File: src/rtl/bcd_countdown.sv
// Chess-clock style BCD countdown for one player: MM:SS digits with run/pause,
// per-move bonus increment (saturating at 99:59) and expiry detection.
module bcd_countdown #(
    parameter int INIT_MIN  = 10,
    parameter int INIT_SEC  = 0,
    parameter int BONUS_SEC = 0
) (
    input  logic       clkIn,
    input  logic       reset,
    input  logic       tick,
    input  logic       enable,
    input  logic       load,
    input  logic       bonus,
    output logic [3:0] minTens,
    output logic [3:0] minUnits,
    output logic [3:0] secTens,
    output logic [3:0] secUnits,
    output logic       running,
    output logic       expired,
    output logic       lowTime
);

    typedef enum logic [1:0] {IDLE, RUN, PAUSE, EXPIRED} stateType;

    localparam logic [15:0] INIT_COUNT = {4'(INIT_MIN / 10), 4'(INIT_MIN % 10),
                                          4'(INIT_SEC / 10), 4'(INIT_SEC % 10)};
    localparam logic [4:0]  BONUS_TENS  = 5'(BONUS_SEC / 10);
    localparam logic [4:0]  BONUS_UNITS = 5'(BONUS_SEC % 10);

    stateType    state, nextState;
    logic [15:0] count, nextCount;

    // One-second BCD decrement with borrow through all four digits
    function automatic logic [15:0] bcdDec(input logic [15:0] t);
        logic [3:0] mt, mu, st, su;
        {mt, mu, st, su} = t;
        if (su != 4'd0) begin
            su = su - 4'd1;
        end else begin
            su = 4'd9;
            if (st != 4'd0) begin
                st = st - 4'd1;
            end else begin
                st = 4'd5;
                if (mu != 4'd0) begin
                    mu = mu - 4'd1;
                end else begin
                    mu = 4'd9;
                    mt = mt - 4'd1;
                end
            end
        end
        return {mt, mu, st, su};
    endfunction

    // Adds the bonus with carry from seconds into minutes, clamping at 99:59
    function automatic logic [15:0] bcdAddBonus(input logic [15:0] t);
        logic [3:0] mt, mu, st, su;
        logic [4:0] u, tn;
        logic       carry;
        {mt, mu, st, su} = t;
        u = {1'b0, su} + BONUS_UNITS;
        carry = (u >= 5'd10);
        if (carry) u = u - 5'd10;
        tn = {1'b0, st} + BONUS_TENS + {4'd0, carry};
        carry = (tn >= 5'd6);
        if (carry) tn = tn - 5'd6;
        su = u[3:0];
        st = tn[3:0];
        if (carry) begin
            if (mu != 4'd9) begin
                mu = mu + 4'd1;
            end else if (mt != 4'd9) begin
                mu = 4'd0;
                mt = mt + 4'd1;
            end else begin
                st = 4'd5;
                su = 4'd9;
            end
        end
        return {mt, mu, st, su};
    endfunction

    always_ff @(posedge clkIn or posedge reset) begin
        if (reset) begin
            state <= IDLE;
            count <= INIT_COUNT;
        end else begin
            state <= nextState;
            count <= nextCount;
        end
    end

    // A tick only counts when already running and enable is still high
    always_comb begin
        logic [15:0] work;
        nextState = state;
        nextCount = count;
        work      = count;
        case (state)
            IDLE: begin
                if (enable) nextState = (count == 16'h0000) ? EXPIRED : RUN;
            end
            RUN: begin
                if (enable && tick) work = bcdDec(work);
                if (bonus) work = bcdAddBonus(work);
                nextCount = work;
                if (!enable) nextState = PAUSE;
                else if (work == 16'h0000) nextState = EXPIRED;
            end
            PAUSE: begin
                if (bonus) nextCount = bcdAddBonus(count);
                if (enable) nextState = RUN;
            end
            default: begin
                nextState = state;
            end
        endcase
        if (load) begin
            nextState = IDLE;
            nextCount = INIT_COUNT;
        end
    end

    assign {minTens, minUnits, secTens, secUnits} = count;
    assign running = (state == RUN);
    assign expired = (state == EXPIRED);
    assign lowTime = (minTens == 4'd0) && (minUnits == 4'd0) && !expired;

endmodule
File: config.mk
export PLATFORM = sky130hd
export DESIGN_NAME = bcd_countdown
export DESIGN_NICKNAME = d
export VERILOG_FILES = /design/src/rtl/bcd_countdown.sv
export SDC_FILE = /design/constraint.sdc
export NUM_CORES = 1
export LEC_CHECK = 0
export CORE_UTILIZATION = 50
export CTS_CLUSTER_DIAMETER = 80
export DETAILED_ROUTE_END_ITERATION = 7
export PLACE_DENSITY_LB_ADDON = 0.05
export SLEW_MARGIN = 5
export SYNTH_ARGS = -nofsm -noshare
export SYNTH_HDL_FRONTEND = slang
export SYNTH_SLANG_ARGS = --single-unit
File: constraint.sdc
create_clock -name clkIn -period 5.9 [get_ports clkIn]
set_clock_uncertainty 0.1 [all_clocks]
set_input_delay 0.59 -clock clkIn [delete_from_list [all_inputs] [get_ports clkIn]]
set_output_delay 0.59 -clock clkIn [all_outputs]
set_load 0.02 [all_outputs]
==> impl_metrics.py, run 1 <==
metrics = {
    "cts": {
        "cts-hold-fix-buffers": 0,
        "cts.htree.levels": 1,
        "clkSlewWorstSetupHoldPaths_ns": 0.07,
        "cts_inserted_buffers": 3,
        "ctsResizeCount": 0,
        "clockBufferDepth": 2,
        "clk-insertion-delay-late_ns": 0.27,
        "cts_tree": "yes",
        "post_cts.repair.setup_buffers": 0,
        "numClockSinks": 18,
        "clk_root_buf": "clkbuf_8",
    },
    "floorplan": {
        "dieArea_um2": 5560,
        "pin_count": 25,
        "site_rows": 26,
        "fp.coreArea_um2": 5070,
        "die_height_um": 74.6,
        "die-width_um": 74.6,
        "start_util": 0.519,
    },
    "synth": {
        "synth.net_count": 388,
        "syn-instance-count": 359,
        "synth_warnings": 0,
        "async_reset_ff_frac": 1.00,
        "netlist.area_leader.share": 0.161,
        "synth_edf_count": 0,
        "ys.flop_type": "dfrtp_1",
        "part_of_the_yosys_area_used_for_sequential_elements": 0.171,
        "mean_area_per_synthesized_cell_um2": 7.34,
        "synth.distinct_cells": 67,
        "netlist_top_cells_area": "dfrtp_1 (16%), ha_1 (11%), nand2_1 (6.0%)",
        "netlist_area_um2": 2640,
        "yosysTopAreaCell": "dfrtp_1",
        "synth.ff_latch_count": 18,
    },
    "critical_path": {
        "timing.reg2reg.worst_path_depth": 19,
        "critical_path.reg2reg.endpoint": "state[0]$_DFFE_PP0P_",
        "timing.critical_path.to": "state[0]$_DFFE_PP0P_",
        "cp_cell_sequence": "clkdlybuf4s50_1, and3_1, and3_1, a21oi_1, a21oi_1, ha_1, ha_1, xnor3_1, inv_1, ha_1, or4_1, a2bb2oi_1, nor2_1, a21o_1, a2111o_1, nor4_4, nor3_1, a311oi_2",
        "cp_slowest_stage_delay_ns": 0.58,
        "cp_max_fo": 9,
        "cp-start-kind": "input port",
        "path_common_cell": "ha_1",
        "crit_start": "enable",
        "reg2reg_setup_slack_ns": 0.50,
        "startpoint_to_endpoint_class_of_the_critical_path": "in -> reg",
        "critical_path_required_ns": 5.97,
        "worst_setup_path_end_kind": "flop",
        "arrival_ns": 5.57,
        "critPathSlowestCell": "or4_1",
        "worstReg2RegStart": "count[1]$_DFFE_PP0P_",
    },
    "sta": {
        "final_hold_viol_count": 0,
        "totalNegativeSetupSlack_ns": 0,
        "fin_worst_hold_slack_ns": 0.484,
        "timing.final.crit_period_ns": 5.50,
        "rsz0062_at_grt": "false",
        "setup-violations-final": 0,
        "max-slew-margin-rel": 0.474,
        "final_min_period_over_clock_period": 0.932,
        "slew_viol_final": 0,
        "tightest_slew_ns": 0.789,
        "timing.fmax_mhz": 182,
    },
    "detailed_routing": {
        "vias": 2749,
        "drt_first_iter_violations": 148,
        "first_pass_iters": 6,
        "drt_wl_total_um": 7350,
        "wl_per_cell_um": 16.5,
        "route.antenna.remaining_nets": 0,
        "via_per_inst": 6.18,
        "drc": 0,
    },
    "place": {
        "numPortBuffers": 24,
        "dp.final_hpwl_um": 5650,
        "gp_congestion": 0.901,
    },
    "worst_hold_path": {
        "holdCritStartpoint": "count[12]$_DFFE_PP1P_",
        "timing.hold.worst.class": "reg -> reg",
    },
    "cells_and_area": {
        "postLayoutCoreUtil": 0.590,
        "n_antenna_cell": 0,
        "final_layout_size_suffix_gt1_frac": 0.0853,
        "final_common_cell": "nand2_1",
        "final_net_count": 405,
        "most_used_cells_in_the_layout_excluding_fill_and_tap_cells": "nand2_1 (42), nor2_1 (34), o21ai_0 (25), a21oi_1 (24), clkdlybuf4s50_1 (24)",
        "synthToLayoutAreaGrowth_pct": 13.7,
    },
    "global_routing": {
        "grt_overflow_total": 0,
        "antenna_found_initial": 0,
        "grt_first_pass_wirelength_um": 12100,
        "grt_max_degree": 32,
        "grt_pass1_vias": 2446,
        "grt_use_total": 0.287,
    },
    "power": {
        "total_power_w": 0.00141,
        "leakagePower_nw": 1.25,
        "peakVddDrop_v": 0.000230,
        "power_density_nw_per_um2": 469,
    },
    "job": {
        "max_capacitance_violation_count": 0,
    },
    "status": {
        "outcome": "complete, no violations",
    },
}
-- worst min path at each step --
stage	to	slack, ns	depth (start not counted)
after detailed placement	count[0]$_DFFE_PP0P_	0.47	2
after global placement	count[12]$_DFFE_PP1P_	0.46	2
after floorplan	count[0]$_DFFE_PP0P_	0.43	1
after global routing	count[0]$_DFFE_PP0P_	0.52	2
after CTS	count[0]$_DFFE_PP0P_	0.49	2
final	count[12]$_DFFE_PP1P_	0.48	2
-- flip-flops by register name, indices dropped and copies added (netlist names) --
register and cells:
state 2, count 16
-- logic make-up after synthesis --
logic type / share of synthesized area
AOI/OAI and AO/OA: 0.278
xor gates and xnor gates: 0.0513
adders and majority gates: 0.109
buffers and inverters: 0.0608
DFF: 0.171
muxes: 0.0313
and+or+nand+nor: 0.298
-- area by class of cell --
type,count,area [µm²]
Fill cell,499,2080
Multi-Input combinational cell,299,2020
Sequential cell,18,452
Timing Repair Buffer,31,293
Tap cell,70,87.6
Inverter,23,86.3
Clock buffer,4,55.1
-- critical path, delay by kind of cell --
family | cells | cell delay, ns
AO/OA/AOI/OAI | 6 | 1.77
XOR/XNOR | 1 | 0.35
adder cells (fa/ha/maj) | 3 | 0.68
buffers and inverters | 2 | 0.61
AND/OR/NAND/NOR | 6 | 1.57
-- layer usage --
| metal | track usage | part of all wire | vias to the layer above |
|---|---|---|---|
| met4 | 0.0985 | 0.024 | 0 |
| met5 | 0 | 0 | - |
| met2 | 0.457 | 0.46 | 79 |
| li1 | - | - | 1368 |
| met1 | 0.403 | 0.47 | 1289 |
| met3 | 0.0285 | 0.042 | 13 |
-- cell usage after synthesis, types with 4 or more instances --
cell type	n
nand2_1	42
nor2_1	34
o21ai_0	25
a21oi_1	24
ha_1	23
inv_1	23
nor3_1	18
clkbuf_1	17
dfrtp_1	17
nand3_1	9
a31oi_1	7
nand2b_1	7
nor4_1	7
xnor2_1	7
mux2i_1	6
a22o_1	5
a211oi_1	4
and3_1	4
o31ai_1	4
or4_4	4
xor2_1	4
-- power by group --
group          total [W]  internal (W)  switching [W]
clock network   0.000108     0.0000596      0.0000483
logic            0.00105      0.000432       0.000615
registers       0.000252      0.000163      0.0000890
-- through the flow --
step	area, µm²	instances	worst slack [ns]
floorplan	2640	359	0.731
global placement	2940	441	0.322
detailed placement	2940	441	0.202
CTS	3000	445	0.454
global route	3000	445	0.0185
finish	3000	445	0.404
Power figures use the tool's default switching activity.
==> inputs of run 2 (changes only) <==
--- a/config.mk
+++ b/config.mk
@@ -7,3 +7,3 @@
 export LEC_CHECK = 0
-export CORE_UTILIZATION = 50
+export CORE_UTILIZATION = 45
 export CTS_CLUSTER_DIAMETER = 80
--- a/constraint.sdc
+++ b/constraint.sdc
@@ -4,2 +4,2 @@
 set_output_delay 0.59 -clock clkIn [all_outputs]
-set_load 0.02 [all_outputs]
+set_load 0.1 [all_outputs]
==> run 2 against run 1 <==
  * Total power is 17% higher
  * First-iteration DRC count is 8.8% higher
  * Design area hardly changed
  * Sequential cell count stayed put
  * Hold slack worse by 0.0052 ns
  * Count of clock-buffer cells in the layout stayed put
  * Largest cell class unchanged
  * Sequential share of layout area hardly changed
==> impl_metrics.py, run 2 (synthesis results as in run 1) <==
metrics = {
    "sta": {
        "timing.final.crit_period_ns": 5.50,
        "rsz0062_at_grt": "false",
        "timing.fmax_mhz": 182,
        "final_min_period_over_clock_period": 0.931,
        "final_hold_viol_count": 0,
        "setup-violations-final": 0,
        "slew_viol_final": 0,
        "totalNegativeSetupSlack_ns": 0,
        "max-slew-margin-rel": 0.352,
        "tightest_slew_ns": 0.969,
    },
    "place": {
        "dp.final_hpwl_um": 5800,
        "numPortBuffers": 24,
        "placement.cell_area_um2": 2940,
        "dp.cells": 443,
        "gp_congestion": 0.853,
    },
    "power": {
        "cellInternalPower_w": 0.000654,
        "switchingPower_w": 0.000995,
        "power.sequential.fraction": 0.155,
        "leakagePower_nw": 1.25,
        "peakVddDrop_v": 0.000299,
        "power_density_nw_per_um2": 550,
        "power_frac_comb": 0.779,
        "clkPwrFrac": 0.066,
        "netSwitchingFraction": 0.603,
    },
    "cells_and_area": {
        "fillCellCount": 575,
        "postLayoutCoreUtil": 0.538,
        "final_common_cell": "nand2_1",
        "largest-register": "count",
        "final_layout_size_suffix_gt1_frac": 0.0853,
        "design_area_um2": 3000,
        "area_of_the_multi_input_gates_um2": 2020,
        "most_used_cells_in_the_layout_excluding_fill_and_tap_cells": "nand2_1 (42), nor2_1 (34), o21ai_0 (25), a21oi_1 (24), clkdlybuf4s50_1 (24)",
        "biggestRegsByFlops": "count: 16 flops, state: 2 flops",
        "largest_register_ff_count": 16,
        "synthToLayoutAreaGrowth_pct": 13.8,
        "sequential_cell_area_um2": 452,
        "final-instance-count-excl-fill": 447,
        "final_net_count": 405,
        "n_antenna_cell": 0,
    },
    "cts": {
        "clkSlewWorstSetupHoldPaths_ns": 0.08,
        "cts.htree.levels": 1,
        "clk_root_buf": "clkbuf_8",
        "clockBufferDepth": 2,
        "post_cts.repair.setup_buffers": 0,
        "numClockSinks": 18,
        "cts_tree": "yes",
        "cts_inserted_buffers": 3,
        "ctsResizeCount": 0,
        "cts-hold-fix-buffers": 0,
        "clk-insertion-delay-late_ns": 0.26,
    },
    "job": {
        "max_capacitance_violation_count": 0,
    },
    "floorplan": {
        "site_rows": 27,
        "die_height_um": 78.5,
        "dieArea_um2": 6170,
        "fp.coreArea_um2": 5570,
        "die-width_um": 78.5,
        "start_util": 0.473,
        "pin_count": 25,
    },
    "critical_path": {
        "startpoint_to_endpoint_class_of_the_critical_path": "in -> reg",
        "cp-start-kind": "input port",
        "cp_slowest_stage_delay_ns": 0.58,
        "critical_path_required_ns": 5.97,
        "cp_cell_sequence": "clkdlybuf4s50_1, and3_1, and3_1, a21oi_1, a21oi_1, ha_1, ha_1, xnor3_1, inv_1, ha_1, or4_1, a2bb2oi_1, nor2_1, a21o_1, a2111o_1, nor4_4, nor3_1, a311oi_2",
        "crit_start": "enable",
        "critPathSlowestCell": "or4_1",
        "arrival_ns": 5.56,
        "reg2reg_setup_slack_ns": 0.46,
        "critical_path.reg2reg.endpoint": "state[0]$_DFFE_PP0P_",
        "critical_path.top_delay_family": "compound AO/OA/AOI/OAI gates",
        "path_common_cell": "ha_1",
        "critical_path_buf_inv_count": 2,
        "worstReg2RegStart": "count[1]$_DFFE_PP0P_",
        "worst_setup_path_end_kind": "flop",
        "cp_max_fo": 9,
        "timing.reg2reg.worst_path_depth": 19,
    },
    "global_routing": {
        "antenna_found_initial": 0,
        "grt_overflow_total": 0,
        "grt_first_pass_wirelength_um": 12400,
        "grt_pass1_vias": 2497,
        "grt_max_degree": 31,
        "grt_use_total": 0.257,
    },
    "detailed_routing": {
        "drt_wl_total_um": 7560,
        "drt_first_iter_violations": 161,
        "via_per_inst": 6.12,
        "wl_per_cell_um": 16.9,
        "drc": 0,
        "first_pass_iters": 4,
        "route.antenna.remaining_nets": 0,
        "vias": 2737,
    },
    "worst_hold_path": {
        "holdCritStartpoint": "count[0]$_DFFE_PP0P_",
        "timing.hold.worst.class": "reg -> reg",
        "timing.hold.worst_path_depth": 2,
        "timing.hold.worst_endpoint": "count[0]$_DFFE_PP0P_",
    },
    "status": {
        "outcome": "complete, no violations",
    },
}
-- run 2: worst max-delay path by stage --
| stage | depth (start not counted) | slack, ns | endpoint |
|---|---|---|---|
| floorplan | 20 | 0.12 | state[0]$_DFFE_PP0P_ |
| global placement | 18 | 0.31 | state[0]$_DFFE_PP0P_ |
| detailed placement | 18 | 0.17 | state[0]$_DFFE_PP0P_ |
| CTS | 18 | 0.45 | state[0]$_DFFE_PP0P_ |
| global route | 18 | 0.05 | state[0]$_DFFE_PP0P_ |
| finish | 18 | 0.40 | state[0]$_DFFE_PP0P_ |
-- run 2: layer usage --
layer	part of all wire	global-route usage
met1	0.46	0.364
met2	0.45	0.403
met3	0.066	0.0256
met4	0.024	0.0889
met5	0	0
-- run 2: area by class of cell --
cell class,count,share of cell area
clock buffer,4,0.0184
inverter,23,0.0288
multi-input combinational,299,0.675
sequential,18,0.151
tap,72,0.0300
timing repair buffer,31,0.0976
-- run 2: tightest hold or removal path: stages, from the launching register on --
cell and delay, ns:
dfrtp_1 0.42, nand2_1 0.06, o21ai_0 0.06
-- run 2: power by group through the flow --
stage                     sequential (W)  clock (W)  combinational [W]
after global placement          0.000259          0            0.00127
after global routing            0.000268   0.000117            0.00140
final                           0.000256   0.000109            0.00128
after floorplan                 0.000441          0           0.000800
after detailed placement        0.000259          0            0.00127
after CTS                       0.000257   0.000113            0.00128
-- run 2: stage by stage --
step           total power, W  hold WS, ns  setup WS [ns]
6_report              0.00165        0.478          0.404
2_1_floorplan         0.00124        0.428          0.121
4_1_cts               0.00165        0.489          0.448
5_1_grt               0.00179        0.527         0.0493
3_5_place_dp          0.00153        0.470          0.171
3_3_place_gp          0.00153        0.461          0.313
==> inputs of run 3 (changes only) <==
- PLACE_DENSITY: default -> 0.65
- PLACE_DENSITY_LB_ADDON: 0.05 -> default
==> run 3 against run 2 <==
  * Clock power barely moved
  * Largest power group unchanged
  * Register-to-register slack improved by 0.06 ns
  * Critical path depth did not move
  * Final cell count fell by 0.22%
  * Sequential share of layout area barely moved
  * First-iteration DRC count rose by 17%
  * Critical path type unchanged
  * Utilization fell by 0.13 points
  * Routed wire length fell by 1.1%
==> impl_metrics.py, run 3 (synthesis results as in run 1) <==
metrics = {
    "cts": {
        "post_cts.repair.setup_buffers": 0,
        "numClockSinks": 18,
        "clockBufferDepth": 2,
        "cts.htree.levels": 1,
        "ctsResizeCount": 0,
        "cts_tree": "yes",
        "cts_inserted_buffers": 3,
        "clk-insertion-delay-late_ns": 0.26,
        "clk_root_buf": "clkbuf_8",
        "cts-hold-fix-buffers": 0,
        "clkSlewWorstSetupHoldPaths_ns": 0.08,
    },
    "floorplan": {
        "site_rows": 27,
        "start_util": 0.473,
        "die_height_um": 78.5,
        "fp.coreArea_um2": 5570,
        "die-width_um": 78.5,
        "dieArea_um2": 6170,
        "pin_count": 25,
    },
    "cells_and_area": {
        "biggestRegsByFlops": "count: 16 flops, state: 2 flops",
        "final_layout_size_suffix_gt1_frac": 0.0829,
        "postLayoutCoreUtil": 0.537,
        "final_net_count": 404,
        "largest-register": "count",
        "fillCellCount": 564,
        "n_antenna_cell": 0,
        "largest_register_ff_count": 16,
        "most_used_cells_in_the_layout_excluding_fill_and_tap_cells": "nand2_1 (42), nor2_1 (34), o21ai_0 (25), a21oi_1 (24), clkdlybuf4s50_1 (24)",
        "synthToLayoutAreaGrowth_pct": 13.5,
        "final_common_cell": "nand2_1",
    },
    "sta": {
        "fin_worst_hold_slack_ns": 0.470,
        "final_min_period_over_clock_period": 0.925,
        "totalNegativeSetupSlack_ns": 0,
        "max-slew-margin-rel": 0.348,
        "rsz0062_at_grt": "false",
        "timing.fmax_mhz": 183,
        "postLayoutSetupSlackWorst_ns": 0.444,
        "final_hold_viol_count": 0,
        "slew_viol_final": 0,
        "timing.final.crit_period_ns": 5.46,
        "setup-violations-final": 0,
        "tightest_slew_ns": 0.974,
    },
    "global_routing": {
        "met1_layer_usage_reported_by_global_route": 0.365,
        "grt_pass1_vias": 2441,
        "grt_max_degree": 31,
        "met3_usage": 0.0209,
        "grt_overflow_total": 0,
        "gr-usage-met2": 0.392,
        "grt.busiest_layer": "met2",
        "grt_use_total": 0.252,
        "antenna_found_initial": 0,
        "grt_first_pass_wirelength_um": 12200,
    },
    "critical_path": {
        "cp-start-kind": "input port",
        "worst_setup_path_end_kind": "flop",
        "critical_path_required_ns": 5.97,
        "cp_max_fo": 9,
        "startpoint_to_endpoint_class_of_the_critical_path": "in -> reg",
        "arrival_ns": 5.52,
    },
    "detailed_routing": {
        "drt_first_iter_violations": 188,
        "vias": 2715,
        "drt_wl_total_um": 7470,
        "route.antenna.remaining_nets": 0,
        "first_pass_iters": 5,
        "via_per_inst": 6.09,
        "wl_per_cell_um": 16.8,
        "drc": 0,
    },
    "worst_hold_path": {
        "timing.hold.worst.class": "reg -> reg",
    },
    "power": {
        "power_density_nw_per_um2": 552,
        "peakVddDrop_v": 0.000284,
        "leakagePower_nw": 1.24,
    },
    "status": {
        "outcome": "complete, no violations",
    },
    "place": {
        "dp_worst_setup_slack_ns": 0.204,
        "gp_congestion": 0.877,
        "numPortBuffers": 24,
        "dp.final_hpwl_um": 5660,
    },
    "job": {
        "max_capacitance_violation_count": 0,
    },
}
[run 3: layer usage]
layer  vias to the layer above  wire length (µm)
met4                         0               141
met2                        77              3310
li1                       1357                 -
met5                         -                 0
met1                      1268              3700
met3                        13               327
[run 3: worst paths after layout]
kind                                 startpoint                     to  slack, ns  cells past startpoint
max                                      enable   state[0]$_DFFE_PP0P_       0.44                     18
min                        count[0]$_DFFE_PP0P_   count[0]$_DFFE_PP0P_       0.47                      2
max reg2reg                count[1]$_DFFE_PP0P_   state[0]$_DFFE_PP0P_       0.52                     19
min reg2reg                count[0]$_DFFE_PP0P_   count[0]$_DFFE_PP0P_       0.47                      2
max in group asynchronous                 reset   count[4]$_DFFE_PP0P_       4.54                      2
min in group asynchronous                 reset  count[14]$_DFFE_PP0P_       0.67                      2
[run 3: layout make-up]
cell class / instances / area, µm² / share of cell area
Inverter: 23 / 86.3 / 0.0289
Tap cell: 72 / 90.1 / 0.0301
Sequential cell: 18 / 452 / 0.151
Timing Repair Buffer: 30 / 285 / 0.0954
Multi-Input combinational cell: 299 / 2020 / 0.676
Clock buffer: 4 / 55.1 / 0.0184
[run 3: worst max-delay path, cell delays in order]
cell and delay, ns:
clkdlybuf4s50_1 0.53, and3_1 0.28, and3_1 0.19, a21oi_1 0.39
a21oi_1 0.15, ha_1 0.26, ha_1 0.22, xnor3_1 0.35
inv_1 0.06, ha_1 0.21, or4_1 0.58, a2bb2oi_1 0.32
nor2_1 0.09, a21o_1 0.20, a2111o_1 0.44, nor4_4 0.33
nor3_1 0.09, a311oi_2 0.24
[run 3: per-stage QoR]
step	power (W)	cells	instance area (µm²)
2_1_floorplan	0.00124	359	2640
3_3_place_gp	0.00152	442	2940
3_5_place_dp	0.00153	442	2940
4_1_cts	0.00164	446	2990
5_1_grt	0.00178	446	2990
6_report	0.00165	446	2990
[run 3: power by group]
group          switching [W]  internal, W
combinational       0.000862     0.000430
clock              0.0000482    0.0000595
sequential         0.0000886     0.000163
